[src/rtl/memory_dreq_ctrl_pkg.sv]
// Shared memory-stage types: access arguments, data-bus handshake structs,
// the request FSM state type and the size-to-strobe helper.
package memory_dreq_ctrl_pkg;

  typedef logic [31:0] word_t;
  typedef logic [31:0] addr_t;

  typedef enum logic [1:0] {
    MSIZE1 = 2'd0,
    MSIZE2 = 2'd1,
    MSIZE4 = 2'd2
  } msize_t;

  typedef enum logic [3:0] {
    OP_NONE, OP_LB, OP_LBU, OP_LH, OP_LHU, OP_LW, OP_LWL, OP_LWR,
    OP_SB, OP_SH, OP_SW, OP_SWL, OP_SWR
  } op_t;

  typedef enum logic [1:0] {
    MEM_IDLE = 2'd0,
    MEM_REQ  = 2'd1,
    MEM_WAIT = 2'd2,
    MEM_DONE = 2'd3
  } mem_state_t;

  typedef struct packed {
    logic   valid;
    logic   write;
    msize_t msize;
    addr_t  addr;
    word_t  data;
  } memory_args_t;

  typedef struct packed {
    logic       valid;
    addr_t      addr;
    msize_t     size;
    logic [3:0] strobe;
    word_t      data;
  } dbus_req_t;

  typedef struct packed {
    logic  addr_ok;
    logic  data_ok;
    word_t data;
  } dbus_resp_t;

  function automatic logic [3:0] msize_strobe(input msize_t s);
    case (s)
      MSIZE1:  return 4'b0001;
      MSIZE2:  return 4'b0011;
      default: return 4'b1111;
    endcase
  endfunction

  // Unaligned word ops always touch the whole aligned word on the bus.
  function automatic logic is_unaligned_op(input op_t o);
    return (o == OP_LWL) || (o == OP_LWR) || (o == OP_SWL) || (o == OP_SWR);
  endfunction

endpackage

[src/rtl/memory_dreq_ctrl_load_format.sv]
// Combinational load-result formatter: byte/half extraction with sign or
// zero extension, and the LWL/LWR merge with the old rt value.
module memory_load_format
  import memory_dreq_ctrl_pkg::*;
(
  input  op_t        i_op,
  input  logic [1:0] i_off,
  input  word_t      i_m,
  input  word_t      i_rt,
  output word_t      o_data
);

  logic [7:0]  w_byte;
  logic [15:0] w_half;

  assign w_byte = i_m[{i_off, 3'b000} +: 8];
  assign w_half = i_m[{i_off[1], 4'b0000} +: 16];

  always_comb begin
    o_data = i_m;
    case (i_op)
      OP_LB:  o_data = {{24{w_byte[7]}}, w_byte};
      OP_LBU: o_data = {24'd0, w_byte};
      OP_LH:  o_data = {{16{w_half[15]}}, w_half};
      OP_LHU: o_data = {16'd0, w_half};
      // LWL: memory's low bytes land in the top of rt.
      OP_LWL: begin
        case (i_off)
          2'd0:    o_data = {i_m[7:0],  i_rt[23:0]};
          2'd1:    o_data = {i_m[15:0], i_rt[15:0]};
          2'd2:    o_data = {i_m[23:0], i_rt[7:0]};
          default: o_data = i_m;
        endcase
      end
      // LWR: memory's high bytes land in the bottom of rt.
      OP_LWR: begin
        case (i_off)
          2'd0:    o_data = i_m;
          2'd1:    o_data = {i_rt[31:24], i_m[31:8]};
          2'd2:    o_data = {i_rt[31:16], i_m[31:16]};
          default: o_data = {i_rt[31:8],  i_m[31:24]};
        endcase
      end
      default: o_data = i_m;
    endcase
  end

endmodule

[src/rtl/memory_dreq_ctrl.sv]
// Data-bus request controller: issues dbus requests from the memory stage,
// holds them until addr_ok, waits for data_ok and presents the formatted result.
module memory_dreq_ctrl
  import memory_dreq_ctrl_pkg::*;
(
  input  logic         clk,
  input  logic         reset,
  input  memory_args_t args,
  input  op_t          op,
  input  word_t        wdata,
  output dbus_req_t    dreq,
  input  dbus_resp_t   dresp,
  input  logic         advance,
  output logic         stall,
  output word_t        rdata,
  output logic         rdata_valid,
  output mem_state_t   dbg_state
);

  mem_state_t r_state;
  logic       r_req_valid;
  addr_t      r_addr;
  msize_t     r_size;
  logic [3:0] r_strobe;
  word_t      r_data;
  word_t      r_rdata;
  logic       r_rdata_valid;

  logic [1:0] w_off;
  logic [3:0] w_base;
  logic [3:0] w_strobe;
  addr_t      w_addr;
  msize_t     w_size;
  word_t      w_fmt;
  word_t      w_result;

  assign w_off  = args.addr[1:0];
  assign w_base = msize_strobe(args.msize);
  assign w_addr = is_unaligned_op(op) ? {args.addr[31:2], 2'b00} : args.addr;
  assign w_size = is_unaligned_op(op) ? MSIZE4 : args.msize;

  always_comb begin
    w_strobe = 4'b0000;
    case (op)
      OP_SB, OP_SH, OP_SW: w_strobe = w_base << w_off;
      OP_SWL:              w_strobe = 4'b1111 >> (2'd3 - w_off);
      OP_SWR:              w_strobe = 4'b1111 << w_off;
      default:             w_strobe = 4'b0000;
    endcase
  end

  // Operands stay stable while stalled, so formatting uses live inputs.
  memory_load_format u_load_format (
    .i_op   (op),
    .i_off  (w_off),
    .i_m    (dresp.data),
    .i_rt   (args.data),
    .o_data (w_fmt)
  );

  assign w_result = args.write ? '0 : w_fmt;

  always_comb begin
    dreq = '0;
    if (r_state == MEM_IDLE) begin
      dreq.valid  = args.valid;
      dreq.addr   = w_addr;
      dreq.size   = w_size;
      dreq.strobe = w_strobe;
      dreq.data   = wdata;
    end else begin
      dreq.valid  = r_req_valid;
      dreq.addr   = r_addr;
      dreq.size   = r_size;
      dreq.strobe = r_strobe;
      dreq.data   = r_data;
    end
  end

  always_ff @(posedge clk) begin
    if (reset) begin
      r_state       <= MEM_IDLE;
      r_req_valid   <= 1'b0;
      r_addr        <= '0;
      r_size        <= MSIZE1;
      r_strobe      <= '0;
      r_data        <= '0;
      r_rdata       <= '0;
      r_rdata_valid <= 1'b0;
    end else begin
      case (r_state)
        MEM_IDLE: begin
          if (args.valid) begin
            r_addr   <= w_addr;
            r_size   <= w_size;
            r_strobe <= w_strobe;
            r_data   <= wdata;
            if (dresp.addr_ok && dresp.data_ok) begin
              r_state       <= MEM_DONE;
              r_rdata       <= w_result;
              r_rdata_valid <= 1'b1;
            end else if (dresp.addr_ok) begin
              r_state <= MEM_WAIT;
            end else begin
              r_state     <= MEM_REQ;
              r_req_valid <= 1'b1;
            end
          end
        end
        MEM_REQ: begin
          if (dresp.addr_ok) begin
            r_req_valid <= 1'b0;
            if (dresp.data_ok) begin
              r_state       <= MEM_DONE;
              r_rdata       <= w_result;
              r_rdata_valid <= 1'b1;
            end else begin
              r_state <= MEM_WAIT;
            end
          end
        end
        MEM_WAIT: begin
          if (dresp.data_ok) begin
            r_state       <= MEM_DONE;
            r_rdata       <= w_result;
            r_rdata_valid <= 1'b1;
          end
        end
        MEM_DONE: begin
          if (advance) begin
            r_state       <= MEM_IDLE;
            r_rdata_valid <= 1'b0;
          end
        end
      endcase
    end
  end

  assign stall       = args.valid & (r_state != MEM_DONE);
  assign rdata       = r_rdata;
  assign rdata_valid = r_rdata_valid;
  assign dbg_state   = r_state;

endmodule

[config.mk]
export PLATFORM = sky130hd
export DESIGN_NAME = memory_dreq_ctrl
export DESIGN_NICKNAME = d
export VERILOG_FILES = /design/src/rtl/memory_dreq_ctrl_pkg.sv /design/src/rtl/memory_dreq_ctrl_load_format.sv /design/src/rtl/memory_dreq_ctrl.sv
export SDC_FILE = /design/constraint.sdc
export NUM_CORES = 1
export LEC_CHECK = 0
export CORE_MARGIN = 2
export CORE_UTILIZATION = 40
export DETAILED_ROUTE_END_ITERATION = 16
export PLACE_DENSITY = 0.74
export SYNTH_ARGS = -nofsm -noshare
export SYNTH_HDL_FRONTEND = slang
export SYNTH_SLANG_ARGS = --single-unit
export TNS_END_PERCENT = 30
[constraint.sdc]
create_clock -name clk -period 6.3 [get_ports clk]
set_input_delay 0.63 -clock clk [delete_from_list [all_inputs] [get_ports clk]]
set_output_delay 0.63 -clock clk [all_outputs]
set_load 0.02 [all_outputs]
# Word level (Yosys, flattened, before mapping)

Index checks and enable logic that the tools add are counted.
W data, S select, Z words.

Word-level logic and storage cells: 88
Bits in registers: 106
Bits of input ports: 141
Output and inout port bits: 107

Add/subtract/negate cells: 1
Mux-type cells: 33
Bitwise logic cells: 1
Shifts and indexed selects: 5
Reduce and logical (&&, ||, !) cells: 15
Equality and inequality tests: 25

Operators with widths:

| cell                  | number |
|---|---|
| $pmux W32 S3          | 3 |
| $pmux W32 S6          | 1 |
| $mux W32              | 5 |
| $mux W71              | 1 |
| $shiftx A32 B6 Y16    | 1 |
| $shiftx A32 B6 Y8     | 1 |
| $eq A4 B4 Y1 const B  | 5 |
| $mux W2               | 8 |
| $ne A2 B2 Y1 const B  | 7 |
| $eq A4 B3 Y1 const B  | 3 |
| $pmux W4 S3           | 1 |
| $reduce_and A4 Y1     | 3 |
| $mux W1               | 10 |
| $eq A4 B2 Y1 const B  | 2 |
| $pmux W2 S4           | 1 |
| $pmux W4 S2           | 1 |
| $eq A2 B1 Y1 const B  | 3 |
| $eq A2 B2 Y1 const B  | 3 |
| $logic_not A2 Y1      | 3 |
| $reduce_and A5 Y1     | 1 |
| $eq A4 B1 Y1 const B  | 1 |
| $pmux W1 S4           | 1 |
| $shl A4 B2 Y4         | 1 |
| $shl A4 B2 Y4 const A | 1 |
| 11 further kinds      | 13 |

# Depth between registers and ports, before layout

Word-level depth: 7
Mapped depth: 8

# By module

A second synthesis with hierarchy kept.

Cells, all modules: 842
Area total of the unflattened synthesis: 7269.5 um^2

Modules (own cells, without submodules):

| module             | times used | cells each | area each (um^2) |
|---|---|---|---|
| memory_dreq_ctrl   | 1          | 615        | 5283.8 |
| memory_load_format | 1          | 227        | 1985.7 |

# Worst setup path after synthesis

Ideal clock, no wire load.

Path kind: input-to-output
Start: input args[32] (netlist bit)
End: output dreq[34] (netlist bit)
Stages on the path: 7
Path buffers: 3
Slack: 3637 ps
Arrival time: 2033 ps
Cells stage by stage: buf_2 buf_2 clkbuf_1 nand2_1 a211oi_1 a21oi_1 a21oi_1

RTL lines:

| element            | line                   | text |
|---|---|---|
| start: declaration | memory_dreq_ctrl.sv:8  | `input memory_args_t args,` |
| end: declaration   | memory_dreq_ctrl.sv:11 | `output dbus_req_t dreq,` |

==> out/qor.csv <==
stage;metric;value;unit
cts;CTS Sinks;106;
timing;Post-Route Setup TNS;0;ns
logic_synthesis;count of cell types in the netlist;52;
timing;Fin Clk Skew;0.00706;ns
power;P_leak;3.48;nW
cells_and_area;storage element area;0.00212;mm²
routing;drt wl/cell;17.6;µm
cells_and_area;Multi-input gate area;0.00420;mm²
cts;CTS tree;built;
floorplanning;Die ar.;0.0176;mm²
worst_setup_path;Worst Path Required;5.67;ns
worst_setup_path;Arr. time, crit path;3.39;ns
worst_setup_path;worst path cell trace;clkdlybuf4s50_1 > nor2b_1 > mux2_2 > a21oi_1 > nand3_1 > o21ai_0 > clkdlybuf4s50_1;
cts;hold buffers post-CTS;0;
global_route;first-pass GRT wire length;34700;µm
worst_setup_path;Largest delay share family, worst path;buffers and inverters;
logic_synthesis;Synth Area per Inst;7.99;µm²
logic_synthesis;Seq/Total Area, Yosys;0.320;
cts;H-tree level count;3;
cts;PostCTS Resize Cnt;0;
global_route;largest net degree at the start of global routing;87;
floorplanning;Rows;47;
timing;Peak Freq;249;MHz
worst_setup_path;crit end category;primary output;
routing;# DRC;0;
flow_run;max cap viols;0;
power;Total Power;3.37;mW
logic_synthesis;Post-synth ARST share;0;
routing;Initial DRC Count;458;
worst_setup_path;Crit path top cell by count;clkdlybuf4s50_1;
placed_design;PortBufs;247;
cts;Post-CTS Setup Repair Bufs;0;
power;PwrDens;356;mW/mm²
routing;Pre-antenna DRT Iters;4;
worst_setup_path;CP max-delay cell;clkdlybuf4s50_1;
logic_synthesis;Syn Nets;974;
timing;Slew headroom;0.218;
outcome;status;complete, no violations;
worst_setup_path;CP bufs+invs;2;
floorplanning;Initial Utilization;0.404;
floorplanning;I/O Pins;248;
cts;clock slew at reported path FFs;0.07;ns
floorplanning;die height;133;µm
logic_synthesis;Yosys reg bits;106;
routing;Post-Route WL;22000;µm
timing;Final Cycle Share;0.638;
timing;final number of hold-violating endpoints;0;
worst_setup_path;delay of the slowest cell on the worst path;0.68;ns
cells_and_area;number of diodes;0;
placed_design;RePlAce Congestion;0.908;
cells_and_area;Area Growth Syn to Fin;42.9;%
floorplanning;Die Wd;133;µm
logic_synthesis;Synth Flop Type;dfxtp_1;
cts;clk buf depth;2;
timing;Worst-Margin Slew;1.17;ns
global_route;vias in the first global route;6474;
cells_and_area;# nets final;1172;
timing;final-report setup violation count;0;
logic_synthesis;Synth Instances;829;
cts;clk_lat worst skew;0.35;ns
worst_setup_path;WS Path Type;input pin to primary output;
timing;Final Slew Violations;0;
logic_synthesis;EDFF count, synth;0;
routing;Antenna Nets Post-Route;0;
cells_and_area;# fillers;1474;
logic_synthesis;Ys Warns;0;
worst_setup_path;Critical Path Source Type;input pin;
power;worst vdd ir;227;µV
timing;unrepaired setup endpoints after global routing;false;
logic_synthesis;synthesized area;0.00662;mm²
floorplanning;core footprint;0.0164;mm²
placed_design;DP Wirelength;15500;µm
cells_and_area;most common cell after layout, fill and taps aside;clkdlybuf4s50_1;
global_route;total track usage;0.242;
global_route;initial antenna violation count;0;
global_route;GR Overflow Total;0;
cts;root cell of the clock tree;clkbuf_16;
cells_and_area;ratio of cells with drive above 1 in the final layout;0.118;
cts;Inserted Clock Buffers;9;
routing;Via density;5.46;
routing;DR vias;6830;
min_path;Hold Crit Class;flip-flop to flip-flop;
worst_setup_path;Crit Path Max Fanout;15;
timing;post-layout minimum cycle time;4.02;ns
cells_and_area;most frequent cells in the layout;244 x clkdlybuf4s50_1, 171 x nand2_1, 106 x dfxtp_1;
flip-flops by register name, indices dropped and copies added (netlist names):
signal	count
r_strobe	4
r_data	32
r_addr	32
rdata	32
dbg_state	2
r_req_valid	1
rdata_valid	1
r_size	2
routing by layer:
layer | up-vias | global-route usage | share of wire
met5 | - | 0 | 0
met4 | 0 | 0.0866 | 0.025
met3 | 33 | 0.0705 | 0.090
met2 | 284 | 0.376 | 0.44
met1 | 3145 | 0.321 | 0.44
li1 | 3368 | - | -
cell type report:
type / count / area share
Multi-Input combinational cell: 642 / 0.444
Timing Repair Buffer: 255 / 0.266
Sequential cell: 106 / 0.224
Tap cell: 220 / 0.0291
Clock buffer: 9 / 0.0238
Clock inverter: 7 / 0.00794
Inverter: 13 / 0.00516
Yosys cell counts, types with 5 or more instances:
cell      instances  area share
o21ai_1          25       0.019
buf_2            10      0.0076
o221a_1          11       0.019
o21ai_0          43       0.033
clkbuf_1         50       0.028
mux2i_1          56       0.085
a211oi_1          8      0.0091
o221a_2           5      0.0085
nand3_1           8      0.0060
dfxtp_1         106        0.32
a211o_1           8       0.011
o221ai_1         16       0.021
a21oi_1         103       0.078
o21a_1            8      0.0091
nand2_1         172       0.098
nor2_1           45       0.026
inv_1            13      0.0074
a221oi_1          7      0.0093
nand2b_1          6      0.0057
mux2_2           79        0.13
worst register-to-register path: stages, from the launching register on:
cell and delay [ns]:
dfxtp_1 0.37, inv_1 0.14, ha_4 0.16, buf_4 0.76
a21boi_1 0.40, nor3_1 0.16, a21oi_2 0.87, a22oi_1 0.22
o21ai_1 0.12
cells by family after synthesis:
logic type | after synthesis | synth area share
and+or+nand+nor | 249 | 0.156
xor gates and xnor gates | 2 | 0.00265
muxes | 136 | 0.222
buffers and inverters | 81 | 0.0512
AOI/OAI and AO/OA | 250 | 0.238
adders and majority gates | 5 | 0.00907
DFF | 106 | 0.320
power by group:
part / switching (mW) / internal [mW]
logic: 1.03 / 0.897
clock network: 0.276 / 0.312
registers: 0.0658 / 0.791
total: 1.37 / 2.00
stage by stage:
stage                     hold slack, ns  cell area, µm²  utilization  worst slack [ns]  std cells
after detailed placement           0.440            9160        0.558              2.30       1236
after CTS                          0.450            9460        0.577              2.29       1252
after global placement             0.433            9160        0.558              2.35       1236
after global routing               0.475            9460        0.577              2.10       1252
after floorplan                    0.434            6620            -              3.64        829
final                              0.446            9460        0.577              2.28       1252
path summary, 6_finish.rpt:
| kind | slack [ns] | startpoint | to | cells after the start |
|---|---|---|---|---|
| hold / removal | 0.45 | rdata[18]$_SDFFE_PP0P_ | rdata[18]$_SDFFE_PP0P_ | 2 |
| setup / recovery | 2.28 | op[0] | dreq[39] | 7 |
| setup reg to reg | 3.04 | dbg_state[0]$_SDFFE_PP0P_ | rdata[1]$_SDFFE_PP0P_ | 8 |
| hold reg to reg | 0.45 | rdata[18]$_SDFFE_PP0P_ | rdata[18]$_SDFFE_PP0P_ | 2 |
Note: power is estimated with default switching activity, not from simulation.
